File: src/rtl/spi_slave_apb_seq.sv
// ============================================================================
// Module   : spi_slave_apb_seq
// Brief    : Turns synchronised SPI-slave commands into APB master word bursts.
//            Optional error tracking enabled by defining SPI_APB_SEQ_ERR_EN.
// Revision : 1.0 - initial release
// ============================================================================
`default_nettype none

module spi_slave_apb_seq #(
    parameter int ADDR_WIDTH = 32,
    parameter int DATA_WIDTH = 32,
    parameter int ADDR_INC   = 4
) (
    input  logic                  sys_clk,
    input  logic                  rstn,
    input  logic                  cs_sync,
    input  logic [ADDR_WIDTH-1:0] address_sync,
    input  logic                  address_valid_sync,
    input  logic                  rd_wr_sync,
    input  logic [DATA_WIDTH-1:0] rx_data,
    input  logic                  rx_valid,
    output logic                  rx_ready,
    output logic [DATA_WIDTH-1:0] tx_data,
    output logic                  tx_valid,
    input  logic                  tx_ready,
    output logic [ADDR_WIDTH-1:0] paddr,
    output logic [DATA_WIDTH-1:0] pwdata,
    output logic                  pwrite,
    output logic                  psel,
    output logic                  penable,
    input  logic [DATA_WIDTH-1:0] prdata,
    input  logic                  pready,
    input  logic                  pslverr,
    output logic                  busy
`ifdef SPI_APB_SEQ_ERR_EN
    ,
    output logic                  err_flag,
    output logic [7:0]            err_cnt
`endif
);

    localparam logic [2:0] S_IDLE    = 3'd0;
    localparam logic [2:0] S_WR_WAIT = 3'd1;
    localparam logic [2:0] S_SETUP   = 3'd2;
    localparam logic [2:0] S_ACCESS  = 3'd3;
    localparam logic [2:0] S_RD_PUSH = 3'd4;

    logic [2:0]            r_state;
    logic [2:0]            w_next_state;
    logic [ADDR_WIDTH-1:0] r_addr;
    logic [ADDR_WIDTH-1:0] w_addr_next;
    logic                  r_pwrite;
    logic [DATA_WIDTH-1:0] r_pwdata;
    logic [DATA_WIDTH-1:0] r_tx_data;
    logic                  r_tx_valid;
    logic                  w_cmd_accept;
    logic                  w_rx_take;
    logic                  w_apb_done;

    assign w_cmd_accept = (r_state == S_IDLE) && address_valid_sync && !cs_sync;
    assign w_rx_take    = (r_state == S_WR_WAIT) && !cs_sync && rx_valid;
    assign w_apb_done   = (r_state == S_ACCESS) && pready;
    assign w_addr_next  = r_addr + ADDR_WIDTH'(ADDR_INC);

    always_ff @(posedge sys_clk or negedge rstn) begin
        if (!rstn) begin
            r_state <= S_IDLE;
        end else begin
            r_state <= w_next_state;
        end
    end

    // cs_sync never interrupts SETUP/ACCESS; it is only honoured at word boundaries
    always_comb begin
        w_next_state = r_state;
        case (r_state)
            S_IDLE: begin
                if (w_cmd_accept) begin
                    w_next_state = rd_wr_sync ? S_SETUP : S_WR_WAIT;
                end
            end
            S_WR_WAIT: begin
                if (cs_sync) begin
                    w_next_state = S_IDLE;
                end else if (rx_valid) begin
                    w_next_state = S_SETUP;
                end
            end
            S_SETUP: begin
                w_next_state = S_ACCESS;
            end
            S_ACCESS: begin
                if (pready) begin
                    if (cs_sync) begin
                        w_next_state = S_IDLE;
                    end else begin
                        w_next_state = r_pwrite ? S_WR_WAIT : S_RD_PUSH;
                    end
                end
            end
            S_RD_PUSH: begin
                if (cs_sync) begin
                    w_next_state = S_IDLE;
                end else if (tx_ready) begin
                    w_next_state = S_SETUP;
                end
            end
            default: begin
                w_next_state = S_IDLE;
            end
        endcase
    end

    always_comb begin
        psel     = (r_state == S_SETUP) || (r_state == S_ACCESS);
        penable  = (r_state == S_ACCESS);
        rx_ready = w_rx_take;
        busy     = (r_state != S_IDLE);
    end

    always_ff @(posedge sys_clk or negedge rstn) begin
        if (!rstn) begin
            r_addr     <= '0;
            r_pwrite   <= 1'b0;
            r_pwdata   <= '0;
            r_tx_data  <= '0;
            r_tx_valid <= 1'b0;
        end else begin
            if (w_cmd_accept) begin
                r_addr   <= address_sync;
                r_pwrite <= ~rd_wr_sync;
            end
            if (w_rx_take) begin
                r_pwdata <= rx_data;
            end
            if (w_apb_done) begin
                if (r_pwrite) begin
                    r_addr <= w_addr_next;
                end else if (!cs_sync) begin
                    r_tx_data  <= prdata;
                    r_tx_valid <= 1'b1;
                end
            end
            // Read address advances only once the TX path has taken the word
            if (r_state == S_RD_PUSH) begin
                if (cs_sync) begin
                    r_tx_valid <= 1'b0;
                end else if (tx_ready) begin
                    r_tx_valid <= 1'b0;
                    r_addr     <= w_addr_next;
                end
            end
        end
    end

    assign paddr    = r_addr;
    assign pwrite   = r_pwrite;
    assign pwdata   = r_pwdata;
    assign tx_data  = r_tx_data;
    assign tx_valid = r_tx_valid;

`ifdef SPI_APB_SEQ_ERR_EN
    logic       r_err_flag;
    logic [7:0] r_err_cnt;

    always_ff @(posedge sys_clk or negedge rstn) begin
        if (!rstn) begin
            r_err_flag <= 1'b0;
            r_err_cnt  <= 8'd0;
        end else begin
            if (w_cmd_accept) begin
                r_err_flag <= 1'b0;
            end else if (w_apb_done && pslverr) begin
                r_err_flag <= 1'b1;
            end
            if (w_apb_done && pslverr && (r_err_cnt != 8'hFF)) begin
                r_err_cnt <= r_err_cnt + 8'd1;
            end
        end
    end

    assign err_flag = r_err_flag;
    assign err_cnt  = r_err_cnt;
`else
    logic w_unused_pslverr;
    assign w_unused_pslverr = pslverr;
`endif

endmodule

`default_nettype wire

File: config.mk
export PLATFORM = sky130hd
export DESIGN_NAME = spi_slave_apb_seq
export DESIGN_NICKNAME = d
export VERILOG_FILES = /design/src/rtl/spi_slave_apb_seq.sv
export SDC_FILE = /design/constraint.sdc
export NUM_CORES = 1
export LEC_CHECK = 0
export BUFFER_PORTS_ARGS = -buffer_cell sky130_fd_sc_hd__buf_4
export CAP_MARGIN = 10
export CORE_ASPECT_RATIO = 0.6
export CORE_UTILIZATION = 48
export DETAILED_ROUTE_END_ITERATION = 12
export PLACE_DENSITY = 0.82
export SYNTH_ARGS = -nofsm -noshare
export SYNTH_HDL_FRONTEND = slang
export SYNTH_SLANG_ARGS = --single-unit
File: constraint.sdc
create_clock -name sys_clk -period 2.2 [get_ports sys_clk]
set_clock_uncertainty 0.15 [all_clocks]
set_input_delay 0.33 -clock sys_clk [delete_from_list [all_inputs] [get_ports sys_clk]]
set_output_delay 0.33 -clock sys_clk [all_outputs]
set_load 0.03 [all_outputs]
### Yosys cells after proc, flatten, opt, wreduce, memory -nomap -nowiden

Index checks and enable logic that the tools add are counted.

* $add $sub $neg: 1
* eq/ne operators: 8
* mux-type cells: 22
* bitwise operators: 3
* reductions and logical operators: 11

Operator list (number)
* $mux W32: 6
* $add A32 B3 Y32 const B: 1
* $mux W3: 8
* $pmux W3 S5: 1
* $eq A3 B2 Y1 const B: 2
* $mux W1: 6
* $ne A3 B3 Y1 const B: 2
* $logic_and A1 B1 Y1: 5
* $reduce_and A4 Y1: 1
* $eq A3 B1 Y1 const B: 1
* $eq A3 B3 Y1 const B: 1
* $logic_not A3 Y1: 1
* $not A1 Y1: 3
* $reduce_and A3 Y1: 1
* $reduce_bool A3 Y1: 1
* $mux W2: 1
* $ne A2 B1 Y1 const B: 1
* $ne A2 B2 Y1 const B: 1
* $logic_not A1 Y1: 1
* $logic_or A1 B1 Y1: 1

* bits in registers: 101
* input port bits: 105
* word-level logic and storage cells: 51

### Longest topological paths before layout

Gate-level depths: netlist of the first run.

* word-level depth: 9
* mapped depth: 8

### Least setup slack after synthesis of the first run

No wires, ideal clock.

* path type: reg2reg
* start point: register r_addr[18], in the netlist paddr[18]
* end point: register r_addr[29], in the netlist paddr[29]
* arrival: 1.861 ns
* data required time: 1.924 ns
* slack: 0.063 ns
* stages on the path, launching flop included: 7
* buffers on the path: 1
* clock period less this slack: 2.137 ns
* cell sequence: dfrtp_1 > buf_2 > nand4_4 > nor4_2 > nand3_1 > a21o_1 > a221o_1

* cells in the longest elaborated chain, start to end: 6

RTL lines
* start: declaration: RTL line 50 `logic [ADDR_WIDTH-1:0] r_addr;`
* start signal: assignment: RTL line 130 `r_addr <= address_sync;`
* start signal: assignment: RTL line 138 `r_addr <= w_addr_next;`
* start signal: assignment: RTL line 150 `r_addr <= w_addr_next;`
* $add A32 B3 Y32 *: RTL line 63 `assign w_addr_next = r_addr + ADDR_WIDTH'(ADDR_INC);`
* $mux W32: RTL line 137 `if (r_pwrite) begin`
* $mux W32: RTL line 136 `if (w_apb_done) begin`
* $mux W32: RTL line 148 `end else if (tx_ready) begin`
* $mux W32: RTL line 146 `if (cs_sync) begin`
* $mux W32 *: RTL line 145 `if (r_state == S_RD_PUSH) begin`

Every way passes the cells marked *; elsewhere a longest branch is shown, timed or not.
A chain may end at the register's enable or synchronous reset.

### Final worst setup path of the first run

* start point: register r_addr[2], in the netlist paddr[2]
* end point: register r_addr[28], in the netlist paddr[28]

Same word-level chain as after synthesis.

==> results of run 1 <==
area by class of cell:
class                      count  area (um2)  share of cell area, %
sequential                   101        2530                   37.1
multi-input combinational    341        2010                   29.6
timing repair buffer         230        1780                   26.1
clock buffer                  10         239                   3.51
tap                          130         163                   2.39
clock inverter                 6        52.6                  0.772
inverter                       8        30.0                  0.441
logic make-up after synthesis:
| family | after synthesis | share of synthesized area (%) |
|---|---|---|
| muxes | 33 | 7.89 |
| xor gates and xnor gates | 2 | 0.373 |
| adders and majority gates | 1 | 0.266 |
| AOI/OAI and AO/OA | 78 | 12.1 |
| and+or+nand+nor | 227 | 22.1 |
| DFF | 101 | 53.8 |
| buffers and inverters | 32 | 3.49 |
layer usage:
| layer | part of all wire, % | wire [um] | up-vias | GRT usage (%) |
|---|---|---|---|---|
| met2 | 46 | 6500 | 251 | 45.8 |
| met5 | 0 | 0 | - | 0 |
| li1 | - | - | 2091 | - |
| met3 | 10 | 1430 | 27 | 9.34 |
| met1 | 42 | 5990 | 2172 | 37.9 |
| met4 | 1.6 | 229 | 0 | 7.79 |
synthesized netlist by cell type, drive strengths merged, types with 5 or more instances:
cell | number | area, um2
clkbuf | 5 | 18.8
mux2 | 32 | 360
nand3 | 16 | 80.1
nor3 | 9 | 50.1
o21ai | 11 | 55.1
inv | 8 | 30.0
a21oi | 19 | 95.1
buf | 19 | 115
dfrtp | 101 | 2530
nor2 | 37 | 144
nand2 | 132 | 498
o22ai | 8 | 50.1
a211oi | 6 | 50.1
nand4 | 7 | 58.8
worst max-delay path, delay by kind of cell (launching register included):
family,cells,cell delay [ns]
AND/OR/NAND/NOR,3,0.82
flip-flops,1,0.43
AO/OA/AOI/OAI,2,0.39
adder cells (fa/ha/maj),1,0.21
repair_timing:
action,4_1_cts,5_1_grt
endpoints found under the hold margin,45,0
endpoints found under the setup margin,0,2
gates resized for setup,0,1
hold buffers,1,0
worst max-delay path by stage:
stage / start / endpoint
global placement: r_state[1] / paddr[2]
floorplan: paddr[18] / paddr[29]
detailed placement: r_state[0] / paddr[14]
finish: paddr[2] / paddr[28]
CTS: paddr[20] / paddr[29]
global route: r_state[0] / paddr[14]
flip-flops by register name, indices dropped and copies added, names as in the netlist:
name / count
pwrite: 1
tx_data: 32
tx_valid: 1
pwdata: 32
paddr: 32
r_state: 3
where the power goes:
group / switching [mW] / internal [mW]
combinational: 3.34 / 2.11
clock: 0.722 / 0.817
sequential: 0.743 / 2.72
per-stage QoR:
stage               power [mW]  util [%]  setup WS (ns)  setup TNS [ns]
floorplan                 6.62         -         0.0632               0
global placement          8.71      69.6          0.213               0
detailed placement        8.90      69.6          0.146               0
CTS                       10.5      72.9          0.123               0
global route              11.0      73.0       -0.00305        -0.00305
finish                    10.5      73.0          0.101               0
==> flow_summary.json, run 1 <==
{
  "r2r_cells": 6,
  "portBuffers": 205,
  "vdd_drop_max_uv": 982,
  "fin_area_um2": 6800,
  "wl_per_cell_um": 17.1,
  "dp.cells": 809,
  "globalRouteOverflowTotal": 0,
  "maxCapViolCount": 0,
  "grt_max_degree": 48,
  "final_layout_size_suffix_gt1_share_pct": 41.5,
  "clkTransAtPathRegs_ns": 0.07,
  "path_max_fanout": 8,
  "antenna_found_initial": 0,
  "async_flop_share_pct": 100,
  "area_growth_syn_to_layout_pct": 44.9,
  "hold_start": "rx_data[17]",
  "numCtsBuffers": 9,
  "drc": 0,
  "rr_startpoint": "paddr[2]",
  "place.gp.congestion": 0.910,
  "power_leakage_nw": 3.35,
  "rows": 27,
  "synthCells": 474,
  "final-instance-count-excl-fill": 826,
  "cp-end-kind": "register",
  "routed_wl_mm": 14.2,
  "post-route-period-util_pct": 95.4,
  "p_per_area_nw_per_um2": 1540,
  "numClockSinks": 101,
  "clkLatencyLatePin_ns": 0.34,
  "max_slew.worst_pin.slew_ns": 0.657,
  "synth-main-ff-cell": "dfrtp_1",
  "diodes": 0,
  "setup_violations": 0,
  "yosys_register_bits": 101,
  "crit_path_top_delay_cell": "dfrtp_1",
  "die_h_um": 78.6,
  "hpwl_mm": 10.6,
  "critical_path.cell_chain": "ha_1, and2_1, nand2_1, nor3_2, a311oi_1, a211oi_1",
  "core_um2": 9320,
  "cp.arrival_ns": 2.19,
  "max_stage_delay_ns": 0.43,
  "r2r_slack_ns": 0.10,
  "min_period_ns": 2.10,
  "slew-limit-headroom_pct": 56.2,
  "rsz0062_at_grt": "true",
  "ios": 207,
  "syn_avg_cell_area_um2": 9.91,
  "synth.yosys.seq_area_share_pct": 53.8,
  "synth_enable_flop_cells": 0,
  "grt_pass1_wl_mm": 22.5,
  "grt_pass1_vias": 4479,
  "ctsRootBufferMaster": "clkbuf_16",
  "start_kind": "register",
  "whs_path_depth": 3,
  "initial_core_util_pct": 50.4,
  "yosys_warnings": 0,
  "dieArea_um2": 10200,
  "synth_area_um2": 4700,
  "max_clock_freq_mhz": 476,
  "syn-num-nets": 580,
  "vias": 4541,
  "vias_per_cell": 5.50,
  "final_cell_mix": "225 x buf_4, 131 x nand2_1, 101 x dfrtp_1, 35 x nor2_1, 32 x mux2_2",
  "gr-usage-all-layers_pct": 28.8,
  "ys_types": 61,
  "post_cts_buffers": 0,
  "ant_nets": 0,
  "hold_path_end": "pwdata[17]",
  "initialDrtViolationCount": 357,
  "crit_required_ns": 2.29,
  "worstSetupPathType": "register to register",
  "r2r_end": "paddr[28]",
  "first_pass_iters": 5,
  "whs_ns": 0.0261,
  "hold_viol": 0,
  "final_common_cell": "buf_4",
  "status": "finished, final reports clean",
  "fillers": 691,
  "clockBufferDepth": 2,
  "die_w_um": 130,
  "nets": 797,
  "hp-class": "input pin to register",
  "placed_area_um2": 6490,
  "tritoncts": "yes",
  "slew_viol_final": 0,
  "htree_num_levels": 3
}
(Power assumes the default switching activity.)
==> inputs of run 2 (changes only) <==
- clock period: 2.2 -> 2.3 ns (I/O delays scaled with it)
==> flow_summary.json, run 2 (synthesized netlist as in run 1, its figures left out) <==
{
  "status": "finished, final reports clean",
  "core_um2": 9320,
  "first_pass_iters": 5,
  "slew-limit-headroom_pct": 69.7,
  "rows": 27,
  "setup_violations": 0,
  "tritoncts": "yes",
  "p_total_mw": 9.91,
  "htree_num_levels": 3,
  "power_frac_comb_pct": 51.5,
  "path_max_fanout": 9,
  "totalNegativeSetupSlack_ns": 0,
  "hp-class": "input pin to register",
  "crit_path_top_delay_cell": "dfrtp_1",
  "cp-end-kind": "register",
  "clockBufferDepth": 2,
  "seq_power_share_pct": 33.7,
  "whs_ns": 0.0395,
  "min_period_ns": 2.16,
  "wl_per_cell_um": 16.8,
  "die_h_um": 78.6,
  "regArea_um2": 2530,
  "slew_viol_final": 0,
  "max_slew.worst_pin.slew_ns": 0.450,
  "max_clock_freq_mhz": 463,
  "portBuffers": 205,
  "drc": 0,
  "maxCapViolCount": 0,
  "crit_required_ns": 2.37,
  "cp.arrival_ns": 2.23,
  "vdd_drop_max_uv": 956,
  "place.gp.congestion": 0.920,
  "rsz0062_at_grt": "false",
  "gr-usage-all-layers_pct": 28.3,
  "ctsRootBufferMaster": "clkbuf_16",
  "p_per_area_nw_per_um2": 1470,
  "critical_path.cell_chain": "nand4_4, nor4_2, nand3_1, a21o_1, a221o_1",
  "post-route-period-util_pct": 94.0,
  "start_kind": "register",
  "initial_core_util_pct": 50.4,
  "numClockSinks": 101,
  "power_leakage_nw": 3.31,
  "grt_max_degree": 47,
  "ios": 207,
  "max_stage_delay_ns": 0.53,
  "globalRouteOverflowTotal": 0,
  "worstSetupPathType": "register to register",
  "hpwl_mm": 10.5,
  "die_w_um": 130,
  "routed_wl_mm": 13.8,
  "p_sw_mw": 4.58,
  "final_cell_mix": "223 x buf_4, 131 x nand2_1, 101 x dfrtp_1, 35 x nor2_1, 32 x mux2_2",
  "cts_resized": 0,
  "multi_input_area_um2": 2000,
  "numCtsBuffers": 9,
  "final_layout_size_suffix_gt1_share_pct": 41.2,
  "initialDrtViolationCount": 352,
  "nets": 793,
  "diodes": 0,
  "internal-power_mw": 5.33,
  "hold_viol": 0,
  "grt_pass1_wl_mm": 21.8,
  "final_common_cell": "buf_4",
  "post_cts_buffers": 0,
  "vias": 4466,
  "fillers": 667,
  "switching_share_pct": 46.2,
  "antenna_found_initial": 0,
  "p_clk_share_pct": 14.9,
  "ant_nets": 0,
  "finalCoreUtilization_pct": 72.2,
  "clkTransAtPathRegs_ns": 0.07,
  "clkLatencyLatePin_ns": 0.34,
  "grt_pass1_vias": 4376,
  "vias_per_cell": 5.43,
  "dieArea_um2": 10200,
  "area_growth_syn_to_layout_pct": 43.5
}
## run 2: power by group through the flow
stage / combinational [mW] / sequential [mW] / clock, mW
floorplan: 1.52 / 4.81 / 0
global placement: 4.99 / 3.28 / 0
detailed placement: 5.11 / 3.34 / 0
CTS: 5.12 / 3.33 / 1.52
global route: 5.40 / 3.46 / 1.58
finish: 5.10 / 3.34 / 1.47
## run 2: worst paths after layout
check	startpoint	to	slack [ns]	cells after the start
min in group asynchronous	rstn	pwdata[31]	0.33	2
max	paddr[18]	paddr[29]	0.14	5
max in group asynchronous	rstn	paddr[13]	0.98	3
max reg2reg	paddr[18]	paddr[29]	0.14	5
min reg2reg	pwdata[12]	pwdata[12]	0.33	2
min	rx_data[0]	pwdata[0]	0.04	3
## run 2: worst max-delay path, delay by kind of cell, from the launching register on
family | cells | cell delay [ns]
compound gates | 2 | 0.52
flops | 1 | 0.53
simple gates | 3 | 0.84
## run 2: layer usage
layer | vias to the layer above | share of wire, % | global-route usage (%)
li1 | 2076 | - | -
met1 | 2152 | 42 | 35.8
met2 | 217 | 47 | 44.7
met3 | 21 | 9.9 | 11.1
met4 | 0 | 1.6 | 8.49
met5 | - | 0 | 0
## run 2: stage by stage
stage          cells  worst slack, ns  instance area (um2)
3_3_place_gp     805            0.245                 6440
4_1_cts          822            0.167                 6740
2_1_floorplan    474            0.163                 4700
3_5_place_dp     805            0.185                 6440
5_1_grt          822           0.0261                 6740
6_report         822            0.139                 6740
## run 2: layout make-up
type | count | area share (%)
sequential | 101 | 37.5
tap | 130 | 2.41
clock inverter | 7 | 0.929
inverter | 8 | 0.446
multi-input combinational | 341 | 29.8
timing repair buffer | 226 | 25.6
clock buffer | 9 | 3.34
## run 2: what timing repair did
action,CTS,global route
hold endpoints to repair,29,0
hold buffers,1,0
endpoints found under the setup margin,0,0
==> inputs of run 3 (changes only) <==
- CORE_UTILIZATION: 48 -> 43
- PLACE_DENSITY: 0.82 -> 0.77
- clock period: 2.3 -> 1.9 ns (I/O delays scaled with it)
==> flow_summary.json, run 3 (synthesized netlist as in run 1, its figures left out) <==
{
  "max_slew.worst_pin.slew_ns": 0.453,
  "p_total_mw": 13.1,
  "p_per_area_nw_per_um2": 1680,
  "nets": 873,
  "totalNegativeSetupSlack_ns": -0.250,
  "tritoncts": "yes",
  "htree_num_levels": 3,
  "first_pass_iters": 5,
  "crit_required_ns": 1.98,
  "clkLatencyLatePin_ns": 0.33,
  "grt_pass1_vias": 4906,
  "numClockSinks": 101,
  "numCtsBuffers": 9,
  "die_w_um": 137,
  "r2r_end": "paddr[5]",
  "gr-usage-all-layers_pct": 27.8,
  "final-instance-count-excl-fill": 910,
  "dieArea_um2": 11400,
  "cp.arrival_ns": 2.01,
  "initial_core_util_pct": 44.3,
  "final_cell_mix": "253 x buf_4, 129 x nand2_1, 80 x dfrtp_1, 37 x dlygate4sd3_1, 32 x mux2_2",
  "rows": 29,
  "hp-class": "input pin to register",
  "post-route-period-util_pct": 102,
  "vdd_drop_max_uv": 1040,
  "antenna_found_initial": 0,
  "ios": 207,
  "max_stage_delay_ns": 0.44,
  "rr_startpoint": "r_state[0]",
  "cp-end-kind": "register",
  "final_common_cell": "buf_4",
  "slew_viol_final": 0,
  "clkTransAtPathRegs_ns": 0.07,
  "grt_pass1_wl_mm": 24.4,
  "area_growth_syn_to_layout_pct": 66.1,
  "crit_buf_inv": 1,
  "setup_violations": 14,
  "slew-limit-headroom_pct": 69.8,
  "core_um2": 10600,
  "ctsRootBufferMaster": "clkbuf_16",
  "drc": 0,
  "wl_per_cell_um": 17.4,
  "violations": "negative setup slack",
  "status": "complete, but fails checks",
  "portBuffers": 205,
  "dp.cells": 847,
  "hold_path_end": "paddr[20]",
  "crit_path_top_delay_cell": "dfrtp_2",
  "r2r_cells": 6,
  "start_kind": "register",
  "critical_path.cell_chain": "or3_4, or2_4, nand2_2, buf_12, a21oi_1, a311oi_1",
  "grt_max_degree": 41,
  "routed_wl_mm": 15.9,
  "max_clock_freq_mhz": 517,
  "power_leakage_nw": 3.76,
  "hpwl_mm": 10.8,
  "placed_area_um2": 6820,
  "initialDrtViolationCount": 267,
  "globalRouteOverflowTotal": 0,
  "vias_per_cell": 5.36,
  "cp_top_family": "simple AND/OR/NAND/NOR gates",
  "maxCapViolCount": 0,
  "die_h_um": 82.9,
  "whs_path_depth": 3,
  "fin_ws_ns": -0.0355,
  "hold_viol": 0,
  "fin_area_um2": 7800,
  "final_layout_size_suffix_gt1_share_pct": 49.9,
  "r2r_slack_ns": -0.04,
  "hold_start": "address_sync[20]",
  "finalCoreUtilization_pct": 73.6,
  "rsz0062_at_grt": "true",
  "clockBufferDepth": 2,
  "place.gp.congestion": 0.883,
  "min_period_ns": 1.94,
  "ant_nets": 0,
  "vias": 4874,
  "path_max_fanout": 15,
  "diodes": 0,
  "worstSetupPathType": "register to register"
}
## run 3: cell count changes in the layout (fill, tap and decap cells not counted), sizes merged
cell,previous run,this run
clkinvlp,1,0
inv,13,8
bufinv,0,2
dlygate4sd3,1,37
buf,225,268
clkbuf,9,12
clkinv,1,2
## run 3: layout make-up
type / count / area (um2)
flip-flops and latches: 101 / 2550
well taps: 139 / 174
repair buffers: 306 / 2520
clock buffers: 11 / 243
inverters: 8 / 30.0
fillers: 739 / 2800
clock inverters: 4 / 73.8
multi-input cells: 341 / 2210
## run 3: repair_timing
action                                  in CTS  in global routing
buffers inserted                             2                  7
hold endpoints to repair                    61                  0
pin swaps                                    2                 16
endpoints found under the setup margin      15                 30
hold buffers                                37                  0
cloned                                       0                  2
resized for setup                           14                 35
## run 3: per-stage QoR
step	hold WS [ns]	setup WS (ns)
after floorplan	-0.161	-0.0361
after global placement	0.0724	0.00371
after detailed placement	0.0784	-0.0720
after CTS	0.0141	-0.0275
after global routing	0.0161	-0.117
final	0.0180	-0.0355
## run 3: power by group
| group | internal, mW | switching (mW) |
|---|---|---|
| registers | 3.20 | 0.800 |
| clock network | 1.18 | 0.774 |
| logic | 2.95 | 4.23 |
| total | 7.33 | 5.80 |
## run 3: worst reg2reg max path, delay by kind of cell, from the launching register on
family	cells	cell delay, ns
buf+inv	1	0.16
simple gates	3	0.79
flops	1	0.44
compound gates	2	0.29
## run 3: worst max path at each step
stage	startpoint	depth (start not counted)	end	slack, ns
4_1_cts	r_state[2]	6	paddr[31]	-0.03
2_1_floorplan	paddr[18]	6	paddr[23]	-0.04
3_5_place_dp	r_state[2]	7	paddr[18]	-0.07
5_1_grt	r_state[2]	7	paddr[20]	-0.12
6_report	r_state[0]	6	paddr[5]	-0.04
3_3_place_gp	r_state[2]	7	paddr[20]	0.004
## run 3: layer usage
layer	GRT usage (%)	wire (um)	vias up	share of wire, %
li1	-	-	2244	-
met1	35.4	6470	2350	41
met2	46.0	7650	246	48
met3	8.36	1480	34	9.3
met4	7.19	262	0	1.7
met5	0	0	-	0
